<file path="config.mk">
export PLATFORM = sky130hd
export DESIGN_NAME = muldiv_unit
export DESIGN_NICKNAME = d
export VERILOG_FILES = /design/src/rtl/muldiv_unit.sv
export SDC_FILE = /design/constraint.sdc
export NUM_CORES = 1
export LEC_CHECK = 0
export BUFFER_PORTS_ARGS = -buffer_cell sky130_fd_sc_hd__buf_4
export CELL_PAD_IN_SITES_DETAIL_PLACEMENT = 1
export CELL_PAD_IN_SITES_GLOBAL_PLACEMENT = 2
export CORE_ASPECT_RATIO = 1.1
export CORE_MARGIN = 10
export CORE_UTILIZATION = 33
export CTS_CLUSTER_SIZE = 20
export DETAILED_ROUTE_END_ITERATION = 16
export HOLD_SLACK_MARGIN = 0.05
export PLACE_DENSITY = 0.82
export SLEW_MARGIN = 5
export SYNTH_ARGS = -nofsm -noshare
export SYNTH_HDL_FRONTEND = slang
export SYNTH_SLANG_ARGS = --single-unit
</file>
<file path="constraint.sdc">
create_clock -name clk -period 6.4 [get_ports clk]
set_input_delay 0.32 -clock clk [delete_from_list [all_inputs] [get_ports clk]]
set_output_delay 0.32 -clock clk [all_outputs]
set_load 0.02 [all_outputs]
</file>
<file path="src/rtl/muldiv_unit.sv">
`default_nettype none
// ============================================================================
//  muldiv_unit : iterative RV32M multiply/divide, 32 shift-add / restoring
//                iterations, start/busy/done handshake, register-file write.
//  Revision    : 1.0
// ============================================================================
module muldiv_unit #(
    parameter int XLEN = 32
) (
    input  logic            clk,
    input  logic            reset,
    input  logic            start,
    input  logic [2:0]      funct3,
    input  logic [XLEN-1:0] operand_a,
    input  logic [XLEN-1:0] operand_b,
    input  logic [4:0]      dest_reg,
    output logic            busy,
    output logic            done,
    output logic [XLEN-1:0] write_data,
    output logic [4:0]      write_reg,
    output logic            write_en
);

    localparam int            CW   = $clog2(XLEN);
    localparam logic [CW-1:0] LAST = CW'(XLEN - 1);

    typedef enum logic [1:0] {
        IDLE = 2'd0,
        CALC = 2'd1,
        DONE = 2'd2
    } state_t;

    state_t state, state_next;

    logic [CW-1:0]     count;
    logic [2:0]        op;
    logic [2*XLEN-1:0] acc;
    logic [XLEN-1:0]   opnd;
    logic [XLEN-1:0]   a_orig;
    logic              res_neg;
    logic              rem_neg;
    logic              div_zero;

    logic              accept;
    logic              a_signed, b_signed, a_neg, b_neg;
    logic [XLEN-1:0]   mag_a, mag_b;
    logic [XLEN:0]     mul_sum;
    logic [XLEN:0]     div_shift, div_diff;
    logic [2*XLEN-1:0] acc_next, prod;
    logic [XLEN-1:0]   quot, remd, result;

    assign accept   = (state == IDLE) && start;
    assign busy     = (state != IDLE);
    assign done     = (state == DONE);
    assign write_en = done && (write_reg != 5'd0);

    always_ff @(posedge clk or posedge reset) begin
        if (reset) state <= IDLE;
        else       state <= state_next;
    end

    always_comb begin
        state_next = state;
        case (state)
            IDLE:    if (start) state_next = CALC;
            CALC:    if (count == LAST) state_next = DONE;
            DONE:    state_next = IDLE;
            default: state_next = IDLE;
        endcase
    end

    // Operand conditioning at accept: magnitudes plus the sign/special flags.
    always_comb begin
        a_signed = (funct3 == 3'b000) || (funct3 == 3'b001) || (funct3 == 3'b010) ||
                   (funct3 == 3'b100) || (funct3 == 3'b110);
        b_signed = (funct3 == 3'b000) || (funct3 == 3'b001) ||
                   (funct3 == 3'b100) || (funct3 == 3'b110);
        a_neg    = a_signed && operand_a[XLEN-1];
        b_neg    = b_signed && operand_b[XLEN-1];
        mag_a    = a_neg ? (~operand_a + 1'b1) : operand_a;
        mag_b    = b_neg ? (~operand_b + 1'b1) : operand_b;
    end

    // One iteration step; the final result is formed from the last step's
    // output so that write_data lands on the same edge DONE is entered.
    always_comb begin
        mul_sum   = {1'b0, acc[2*XLEN-1:XLEN]} + (acc[0] ? {1'b0, opnd} : '0);
        div_shift = {acc[2*XLEN-1:XLEN], acc[XLEN-1]};
        div_diff  = div_shift - {1'b0, opnd};
        if (!op[2])
            acc_next = {mul_sum, acc[XLEN-1:1]};
        else if (div_diff[XLEN])
            acc_next = {div_shift[XLEN-1:0], acc[XLEN-2:0], 1'b0};
        else
            acc_next = {div_diff[XLEN-1:0], acc[XLEN-2:0], 1'b1};

        prod = res_neg ? (~acc_next + 1'b1) : acc_next;
        if (div_zero)
            quot = '1;
        else
            quot = res_neg ? (~acc_next[XLEN-1:0] + 1'b1) : acc_next[XLEN-1:0];
        if (div_zero)
            remd = a_orig;
        else
            remd = rem_neg ? (~acc_next[2*XLEN-1:XLEN] + 1'b1) : acc_next[2*XLEN-1:XLEN];

        case (op)
            3'b000:                 result = prod[XLEN-1:0];
            3'b001, 3'b010, 3'b011: result = prod[2*XLEN-1:XLEN];
            3'b100, 3'b101:         result = quot;
            default:                result = remd;
        endcase
    end

    always_ff @(posedge clk or posedge reset) begin
        if (reset) begin
            count      <= '0;
            op         <= 3'b000;
            acc        <= '0;
            opnd       <= '0;
            a_orig     <= '0;
            res_neg    <= 1'b0;
            rem_neg    <= 1'b0;
            div_zero   <= 1'b0;
            write_data <= '0;
            write_reg  <= 5'd0;
        end else if (accept) begin
            count     <= '0;
            op        <= funct3;
            a_orig    <= operand_a;
            res_neg   <= a_neg ^ b_neg;
            rem_neg   <= a_neg;
            div_zero  <= funct3[2] && (operand_b == '0);
            write_reg <= dest_reg;
            if (funct3[2]) begin
                acc  <= {{XLEN{1'b0}}, mag_a};
                opnd <= mag_b;
            end else begin
                acc  <= {{XLEN{1'b0}}, mag_b};
                opnd <= mag_a;
            end
        end else if (state == CALC) begin
            count <= count + 1'b1;
            acc   <= acc_next;
            if (count == LAST)
                write_data <= result;
        end
    end

endmodule
`default_nettype wire

</file>
* After elaboration in Yosys (flattened, before gate mapping)
Index checks and enable logic that the tools add are counted.
** Storage, ports and cells
- Register bits after elaboration :: 178
- Input bits :: 75
- Output and inout port bits :: 40
- Logic and storage cells :: 82
** Cells by class
- Add/sub/neg operators :: 8
- Equality and inequality tests :: 14
- Mux-type cells :: 20
- Bitwise logic cells :: 7
- Reduce and logical (&&, ||, !) cells :: 22
** Operators with widths (count)
- $mux 64 :: 5
- $mux 32 :: 9
- $add 32x1->32 const B :: 4
- $not 32->32 :: 4
- $pmux 32 s3 :: 1
- $add 64x1->64 const B :: 1
- $not 64->64 :: 1
- $add 32x32->33 :: 1
- $sub 33x32->33 :: 1
- $logic_not 32->1 :: 1
- $eq 3x3->1 const B :: 4
- $mux 5 :: 2
- $eq 3x2->1 const B :: 3
- $eq 3x1->1 const B :: 2
- $logic_not 3->1 :: 2
- $logic_or 1x1->1 :: 6
- $add 5x1->5 const B :: 1
- $eq 5x5->1 const B :: 1
- $logic_and 1x1->1 :: 5
- $reduce_bool 5->1 :: 1
- $mux 2 :: 2
- $ne 2x2->1 const B :: 2
- $pmux 2 s2 :: 1
- $reduce_bool 2->1 :: 2
- 9 further kinds :: 9

* Longest topological paths before layout
Gate-level depths: netlist of the first run.
- Depth after elaboration :: 9
- Mapped depth :: 28
- Gate-level depth less buffers :: 24

* Least setup slack after synthesis of the first run
OpenSTA, ideal clock, no wires.
- Path type :: flip-flop to flip-flop
- From :: register acc[56]
- To :: register write_data[14]
- Library setup time :: 82 ps
- Arrival time :: 6059 ps
- Path slack :: 259 ps
- Cell stages (with the launch flop) :: 28
- Path buffers :: 5
- Clock period less this slack :: 6141 ps
- Path through :: dfrtp_1 -> ha_1 -> buf_6 -> a21o_1 -> a31oi_4 -> nor2_2 -> a2111oi_4 -> nand3_1 -> buf_4 -> nand2_4 -> buf_6 -> clkbuf_1 -> nor2_1 -> a21oi_1 -> ha_1 -> o211ai_1 -> or4_1 -> and4bb_2 -> nand2_1 -> or3_1 -> clkbuf_1 -> nor2_1 -> o211ai_1 -> or2_2 -> o41ai_1 -> xnor2_1 -> a22oi_1 -> a31oi_1
** On the way
- Longest elaborated chain between the ends :: 8
** Ends and longest elaborated chain
- from (decl) :: line 37 : logic [2*XLEN-1:0] acc;
- from (signal assigned) :: line 136 : acc <= {{XLEN{1'b0}}, mag_a};
- from (signal assigned) :: line 139 : acc <= {{XLEN{1'b0}}, mag_b};
- from (signal assigned) :: line 144 : acc <= acc_next;
- $sub 33x32->33 (*) :: line 89 : div_diff = div_shift - {1'b0, opnd};
- $mux 64 (*) :: line 92 : else if (div_diff[XLEN])
- $mux 64 (*) :: line 90 : if (!op[2])
- $not 32->32 (on tied branches) :: line 105, 101
- $add 32x1->32 (on tied branches) :: line 105, 101
- $mux 32 (on tied branches) :: line 105, 101
- $mux 32 (on tied branches) :: line 102, 98
- $pmux 32 s3 (*) :: line 107 : case (op)
- to (signal assigned) :: line 146 : write_data <= result;
- to (decl) :: line 19 : output logic [XLEN-1:0] write_data,
Mark *: on every way between the ends. The rest lies on a longest branch, timed or not.
A chain may end at the register's enable or synchronous reset.

* Worst setup path in the final report of the first run
- From :: register acc[49]
- To :: register write_data[14]
The elaborated chain is that of the path after synthesis.

==> metrics.log, run 1 <==
INFO  metric port-buffer-count = between 100 and 150
INFO  metric synth_cells = 2390
INFO  metric final_nets = ~2600
INFO  metric die_height = 262.2 µm
INFO  metric final.period_utilization = approximately 95%
INFO  metric worst_setup_slack_after_placement = about 0.28 ns
INFO  metric clkSlewWorstSetupHoldPaths = roughly 0.09 ns
INFO  metric syn_avg_cell_area = ~7.4 µm²
INFO  metric reg2reg_setup_slack = 0.29 ns
INFO  metric timing.slew.headroom = 29.19%
INFO  metric cts.htree.levels = 4
INFO  metric critical_path_arrival = between 6 and 7 ns
INFO  metric die_x = 240.2 µm
INFO  metric final_layout_size_suffix_gt1_share = between 10% and 20%
INFO  metric antenna_found_initial = 6
INFO  metric crit_fanout = 10
INFO  metric clock.fmax = roughly 0.16 GHz
INFO  metric grt-ovfl-total = 0
INFO  metric async_flop_share = 100.0%
INFO  metric tritoncts = done
INFO  metric period_needed = slightly above 6 ns
INFO  metric dp.final_hpwl = about 65 mm
INFO  metric postSynthNetCount = between 2000 and 3000
INFO  metric finalHoldViolCount = 0
INFO  metric finalSetupTns = 0 ns
INFO  metric max_flop_register = acc
INFO  metric worst-setup-path-type = flop to flop
INFO  metric final_max_slew_viol_count = 0
INFO  metric routed_wirelength = around 83 mm
INFO  metric io_pins = between 100 and 150
INFO  metric drt-wirelength-per-cell = ~26 µm
INFO  metric reg2reg_depth = 22
INFO  metric cts_buffer_depth = 2
INFO  metric design_area = 20140 µm²
INFO  metric start_kind = flop
INFO  metric die-area = around 63000 µm²
INFO  metric grt_start_max_net_pins = just over 100
INFO  metric num-fill-cells = 6531
INFO  metric synth.yosys.warnings = 0
INFO  metric initial_utilization = between 30% and 40%
INFO  metric edff_count_synth = 0
INFO  metric grt_pass1_wl = roughly 120 mm
INFO  metric synthDistinctLibCells = 98
INFO  metric firstDrtPassIters = 5
INFO  metric area_delta_synth_final = 14.44%
INFO  metric clockRootBuffer = sky130_fd_sc_hd__clkbuf_16
INFO  metric cap_viol_max_count = 0
INFO  metric result_of_the_run = completed
INFO  metric worstHoldPathType = input pin to flop
INFO  metric cts_inserted_buffers = 17
INFO  metric ys_ff_latch = around 180
INFO  metric clkSinkCount = about 180
INFO  metric dr.first_iter.drc_count = 1538
INFO  metric timing.critical_path.required = between 6 and 7 ns
INFO  metric worst-slew-pin-transition = around 1.1 ns
INFO  metric ys_seq_area_share = about 25%
INFO  metric final_worst_clock_skew = 0.01770 ns
INFO  metric grtUsageTotal = 25.93%
INFO  metric first_global_vias = around 19000
INFO  metric whs_path_depth = 3
INFO  metric core_area = approximately 53000 µm²
INFO  metric num_rows = just under 90
INFO  metric grt_setup_unrepaired = no
INFO  metric netlist_area = approximately 18000 µm²
INFO  metric route.antenna.remaining_nets = 0
INFO  metric place_area = between 15000 and 20000 µm²
INFO  metric place.gp.congestion = roughly 1
INFO  metric setup_viol = 0
INFO  metric flip_flop_count_of_the_largest_register_after_layout = between 60 and 70
INFO  metric cp-end-kind = flop
INFO  metric num_vias = roughly 19000
INFO  metric insertion_delay_of_the_later_clocked_pin_in_the_worst_skew_pair = ~0.52 ns
INFO  metric via_per_inst = 5.996
INFO  metric synth_top_flop_cell = sky130_fd_sc_hd__dfrtp_1
INFO  metric post_layout_worst_setup_margin = around 0.3 ns
INFO  metric route.detailed.drc = 0
==> final cells by class <==
class	count	area, µm²	share of cell area (%)
antenna	3	7.507	0.03727
clock inverter	15	142.6	0.7082
clock buffer	17	425.4	2.112
tap	675	844.6	4.193
timing repair buffer	216	1697	8.423
multi-input combinational	1981	12280	60.95
sequential	178	4459	22.14
inverter	76	290.3	1.441
==> logic make-up (layout without fill, tap and decap cells) <==
logic type | Yosys count | in the layout | share of synthesized area (%)
and+or+nand+nor | 899 | 899 | 24.04
xor gates and xnor gates | 175 | 175 | 8.708
other | 0 | 3 | 0
DFF | 178 | 178 | 25.31
muxes | 54 | 54 | 3.128
buffers and inverters | 231 | 324 | 5.246
AOI/OAI and AO/OA | 781 | 781 | 28.36
adders and majority gates | 72 | 72 | 5.204
==> timing repair <==
action	CTS	global route
endpoints found under the hold margin	107	0
buffers inserted	0	3
gates resized for setup	0	6
hold buffers	30	0
endpoints found under the setup margin	0	4
==> critical path, stage by stage (launching register included) <==
cell and delay, ns:
sky130_fd_sc_hd__dfrtp_1 0.43, sky130_fd_sc_hd__ha_1 0.46, sky130_fd_sc_hd__nand2_1 0.14, sky130_fd_sc_hd__o21a_1 0.25, sky130_fd_sc_hd__o211ai_2 0.35, sky130_fd_sc_hd__a2111o_1 0.35, sky130_fd_sc_hd__o21ai_2 0.13, sky130_fd_sc_hd__nand2_4 0.11
sky130_fd_sc_hd__nor2_1 0.05, sky130_fd_sc_hd__a21oi_1 0.19, sky130_fd_sc_hd__ha_1 0.22, sky130_fd_sc_hd__o211ai_1 0.13, sky130_fd_sc_hd__or4_1 0.57, sky130_fd_sc_hd__and4bb_2 0.41, sky130_fd_sc_hd__nand2_1 0.14, sky130_fd_sc_hd__or3_1 0.46
sky130_fd_sc_hd__nor2_1 0.16, sky130_fd_sc_hd__o211ai_1 0.16, sky130_fd_sc_hd__or2_2 0.43, sky130_fd_sc_hd__o41ai_2 0.40, sky130_fd_sc_hd__xnor2_1 0.13, sky130_fd_sc_hd__a22oi_1 0.19, sky130_fd_sc_hd__a31oi_1 0.11
==> per-stage QoR <==
| step | util [%] | std cells | hold slack, ns |
|---|---|---|---|
| after floorplan | - | 2390 | 0.4254 |
| after global placement | 36.50 | 3093 | 0.4592 |
| after detailed placement | 36.50 | 3093 | 0.4637 |
| after CTS | 38.15 | 3155 | 0.06600 |
| after global routing | 38.26 | 3159 | 0.1006 |
| final | 38.27 | 3161 | 0.09801 |
==> layer usage <==
layer	GRT usage [%]	wire, µm	up-vias
met5	0	0	-
met4	11.07	3472	0
met3	3.971	4202	128
met2	43.15	39960	562
met1	32.59	35150	9504
li1	-	-	8760
==> synth_stat cells, drive strengths merged (28+ instances only) <==
cell | instances | area share [%]
a21oi | 212 | 6.1
and2 | 45 | 1.6
buf | 28 | 0.90
clkbuf | 127 | 2.7
dfrtp | 178 | 25
ha | 70 | 5.0
inv | 74 | 1.6
mux2i | 46 | 2.6
nand2 | 368 | 7.9
nand3 | 68 | 1.9
nor2 | 181 | 3.9
nor3 | 59 | 1.7
o211ai | 68 | 3.0
o21ai | 242 | 6.9
xnor2 | 99 | 4.9
xor2 | 76 | 3.8
==> path summary, 6_finish.rpt <==
kind	endpoint	start
max	write_data[14]	acc[49]
min	div_zero	operand_b[31]
max reg2reg	write_data[14]	acc[49]
min reg2reg	a_orig[4]	a_orig[4]
max in group asynchronous	op[2]	reset
min in group asynchronous	write_reg[4]	reset
==> cells in the final DEF, fill, tap and decap left out, types with 7 or more instances in the layout <==
master,count
sky130_fd_sc_hd__dfrtp_1,176
sky130_fd_sc_hd__o221ai_1,11
sky130_fd_sc_hd__o211ai_1,66
sky130_fd_sc_hd__nor3b_1,7
sky130_fd_sc_hd__o31ai_1,22
sky130_fd_sc_hd__nand4_1,22
sky130_fd_sc_hd__o21ai_0,239
sky130_fd_sc_hd__and2_1,44
sky130_fd_sc_hd__xor2_1,76
sky130_fd_sc_hd__dlygate4sd3_1,30
sky130_fd_sc_hd__a21boi_0,13
sky130_fd_sc_hd__nor4_1,20
sky130_fd_sc_hd__o31a_1,7
sky130_fd_sc_hd__nor2b_1,16
sky130_fd_sc_hd__o21a_1,21
sky130_fd_sc_hd__ha_1,70
sky130_fd_sc_hd__and3_1,15
sky130_fd_sc_hd__clkbuf_16,17
sky130_fd_sc_hd__a211oi_1,19
sky130_fd_sc_hd__buf_4,186
sky130_fd_sc_hd__or2_2,14
sky130_fd_sc_hd__or3_1,19
sky130_fd_sc_hd__mux2i_1,46
sky130_fd_sc_hd__nand2_1,366
sky130_fd_sc_hd__mux2_2,8
sky130_fd_sc_hd__o22ai_1,12
sky130_fd_sc_hd__nor3_1,58
sky130_fd_sc_hd__xnor2_1,99
sky130_fd_sc_hd__a21oi_1,207
sky130_fd_sc_hd__nand2b_1,23
sky130_fd_sc_hd__a21o_1,26
sky130_fd_sc_hd__inv_1,73
sky130_fd_sc_hd__nor2_1,179
sky130_fd_sc_hd__nand3_1,68
sky130_fd_sc_hd__a221oi_1,13
sky130_fd_sc_hd__o41ai_1,14
sky130_fd_sc_hd__a31oi_1,23
Power of run 1 is left out: the tool's default activity adds up to more than one toggle a clock period on the data nets, which glitch-free logic cannot reach.
==> inputs of run 2 (changes only) <==
--- a/config.mk
+++ b/config.mk
@@ -10,11 +10,13 @@
 export CELL_PAD_IN_SITES_GLOBAL_PLACEMENT = 2
 export CORE_ASPECT_RATIO = 1.1
 export CORE_MARGIN = 10
-export CORE_UTILIZATION = 33
+export CORE_UTILIZATION = 37
 export CTS_CLUSTER_SIZE = 20
 export DETAILED_ROUTE_END_ITERATION = 16
 export HOLD_SLACK_MARGIN = 0.05
-export PLACE_DENSITY = 0.82
+export PLACE_DENSITY = 0.87
+export RECOVER_POWER = 100
+export SETUP_SLACK_MARGIN = 0.3
 export SLEW_MARGIN = 5
 export SYNTH_ARGS = -nofsm -noshare
 export SYNTH_HDL_FRONTEND = slang
==> constraint.sdc (replaced) <==
create_clock -name clk -period 6.3 [get_ports clk]
set_input_delay 0.315 -clock clk [delete_from_list [all_inputs] [get_ports clk]]
set_output_delay 0.315 -clock clk [all_outputs]
set_load 0.02 [all_outputs]
==> metrics.log, run 2 (synthesized netlist as in run 1, its figures left out) <==
INFO  metric cts_buffer_depth = 2 (unchanged)
INFO  metric max_flop_register = acc
INFO  metric area_delta_synth_final = 12.31%
INFO  metric finalHoldViolCount = 0 (unchanged)
INFO  metric layout_common_cells = sky130_fd_sc_hd__nand2_1, sky130_fd_sc_hd__o21ai_0, sky130_fd_sc_hd__a21oi_1, sky130_fd_sc_hd__nor2_1, sky130_fd_sc_hd__dfrtp_1
INFO  metric final_common_cell = sky130_fd_sc_hd__nand2_1
INFO  metric grt_pass1_wl = 121.1 mm (-2.7%)
INFO  metric clockRootBuffer = sky130_fd_sc_hd__clkbuf_16
INFO  metric dr.first_iter.drc_count = 1299 (-16%)
INFO  metric multi_input_comb_area = 12300 µm² (+0.23%)
INFO  metric cts.htree.levels = 4 (unchanged)
INFO  metric routed_wirelength = 80.59 mm (-2.7%)
INFO  metric worst-setup-path-type = flop to flop
INFO  metric first_global_vias = 19430 (+0.74%)
INFO  metric timing.critical_path.required = 6.68 ns (-0.10 ns)
INFO  metric design_area = 19770 µm² (-1.9%)
INFO  metric tritoncts = done
INFO  metric worst-slew-pin-transition = 4.138 ns (+3.085 ns)
INFO  metric failing_checks = max-capacitance violations, max-slew violations
INFO  metric grt-ovfl-total = 0 (unchanged)
INFO  metric sequence_of_cells_on_the_critical_path = ha_1, fa_1, nand2b_1, a21oi_1, o21a_4, o211a_4, o21ai_2, nand2_4, nor2_1, a21oi_2, ha_1, o211ai_1, or4_4, and4bb_2, nand2_1, or3_1, nor2_1, o211ai_1, or2_4, o41ai_2, xnor2_1, o221ai_1, o21a_1
INFO  metric num_rows = 83 (-5.7%)
INFO  metric final_layout_size_suffix_gt1_share = 9.508% (-2.0 points)
INFO  metric firstDrtPassIters = 8 (+3)
INFO  metric dp.final_hpwl = 63.17 mm (-2.7%)
INFO  metric numPlacedInstances = 3052 (-1.3%)
INFO  metric port-buffer-count = 114 (unchanged)
INFO  metric route.detailed.drc = 0 (unchanged)
INFO  metric clock.fmax = 0.1694 GHz (+3.4%)
INFO  metric setup_viol = 0 (unchanged)
INFO  metric grt_setup_unrepaired = no
INFO  metric final_nets = 2595 (-0.84%)
INFO  metric die_x = 228.0 µm (-5.1%)
INFO  metric insertion_delay_of_the_later_clocked_pin_in_the_worst_skew_pair = 0.49 ns (-0.03 ns)
INFO  metric cp-end-kind = flop
INFO  metric max_stage_delay = 0.53 ns (-0.04 ns)
INFO  metric drt-wirelength-per-cell = 26.00 µm (-0.71%)
INFO  metric sequential_cell_area = 4459 µm² (unchanged)
INFO  metric io_pins = 115 (unchanged)
INFO  metric core_area = 46840 µm² (-11%)
INFO  metric crit_fanout = 5 (-5)
INFO  metric period_needed = 5.903 ns (-0.2035 ns)
INFO  metric grtUsageTotal = 27.37% (+1.4 points)
INFO  metric place.gp.congestion = 0.9810 (-4.6%)
INFO  metric num-fill-cells = 5885 (-9.9%)
INFO  metric worstHoldPathType = input pin to flop
INFO  metric flip_flop_count_of_the_largest_register_after_layout = 64 (unchanged)
INFO  metric final_worst_clock_skew = 0.01454 ns (-0.003165 ns)
INFO  metric post_layout_nonfiller_instances = 3099 (-2.0%)
INFO  metric place_area = 19160 µm² (-0.25%)
INFO  metric critical-path-slowest-cell = sky130_fd_sc_hd__or4_4
INFO  metric die_height = 248.8 µm (-5.1%)
INFO  metric cap_viol_max_count = 8 (+8)
INFO  metric route.antenna.remaining_nets = 0 (unchanged)
INFO  metric start_kind = flop
INFO  metric num_vias = 19130 (+0.92%)
INFO  metric final.period_utilization = 93.69% (-1.7 points)
INFO  metric result_of_the_run = complete, but fails checks
INFO  metric timing.slew.headroom = -175.9% (-210 points)
INFO  metric critical_path_arrival = 6.29 ns (-0.20 ns)
INFO  metric antenna_found_initial = 3 (-3)
INFO  metric cts_inserted_buffers = 17 (unchanged)
INFO  metric grt_start_max_net_pins = 84 (-17%)
INFO  metric die-area = 56700 µm² (-10%)
INFO  metric clkSinkCount = 178 (unchanged)
INFO  metric initial_utilization = 37.58% (+4.1 points)
INFO  metric clkSlewWorstSetupHoldPaths = 0.08 ns (about the same)
INFO  metric final_max_slew_viol_count = 395 (+395)
INFO  metric finalSetupTns = 0 ns (unchanged)
INFO  metric via_per_inst = 6.173 (+2.9%)
run 2: cell types whose count changed in the layout (fill, tap and decap cells not counted), moves of 4 or more:
cell | before | now
sky130_fd_sc_hd__ha_2 | 0 | 5
sky130_fd_sc_hd__dlygate4sd3_1 | 30 | 9
sky130_fd_sc_hd__ha_1 | 70 | 65
sky130_fd_sc_hd__buf_4 | 186 | 126
sky130_fd_sc_hd__inv_6 | 6 | 2
sky130_fd_sc_hd__clkbuf_1 | 0 | 54
sky130_fd_sc_hd__and2_1 | 44 | 39
sky130_fd_sc_hd__and2_0 | 0 | 6
run 2: area by class of cell:
cell class | instances | area share, %
Sequential cell | 178 | 22.56
Multi-Input combinational cell | 1981 | 62.24
Clock inverter | 15 | 1.070
Inverter | 76 | 1.449
Timing Repair Buffer | 194 | 6.481
Antenna cell | 1 | 0.01266
Clock buffer | 17 | 2.152
Tap cell | 637 | 4.032
run 2: worst max-delay path: cells and delay by family, from the launching register on:
kind	cells	cell delay, ns
AOI/OAI and AO/OA	10	1.93
DFF	1	0.40
adders and majority gates	3	0.84
xor gates and xnor gates	1	0.16
and+or+nand+nor	9	2.46
run 2: path summary, 6_finish.rpt:
path / depth (start not counted) / slack [ns] / start / end
worst max-delay path: 23 / 0.40 / opnd[0] / write_data[22]
worst min-delay path: 3 / 0.06 / operand_a[4] / a_orig[4]
worst max register to register: 23 / 0.40 / opnd[0] / write_data[22]
worst min register to register: 2 / 0.48 / a_orig[2] / a_orig[2]
max in group asynchronous: 4 / 1.66 / reset / op[2]
min in group asynchronous: 3 / 1.57 / reset / acc[8]
run 2: routing by layer:
metal / part of all wire, % / vias to the layer above / GRT usage (%) / routed length (µm)
met5: 0 / - / 0 / 0
met4: 5.7 / 0 / 15.34 / 4572
met3: 5.9 / 179 / 5.040 / 4771
met2: 48 / 624 / 46.07 / 38460
met1: 41 / 9584 / 32.33 / 32780
li1: - / 8742 / - / -
run 2: what timing repair did:
action | 4_1_cts | 5_1_grt
hold buffers | 9 | 0
gates resized for setup | 2 | 19
endpoints found under the hold margin | 81 | 0
setup endpoints to repair | 4 | 7
pin swaps | 1 | 8
buffers inserted | 1 | 4
run 2: per-stage QoR:
stage               util, %  hold WS (ns)  worst slack (ns)
finish                42.21       0.06067            0.3973
global route          42.21       0.07236            0.1580
CTS                   42.50       0.05074            0.3314
detailed placement    40.91        0.4441            0.2106
global placement      40.91        0.4473            0.3970
floorplan                 -        0.4204            0.3150
Power of run 2 is left out for the same reason.
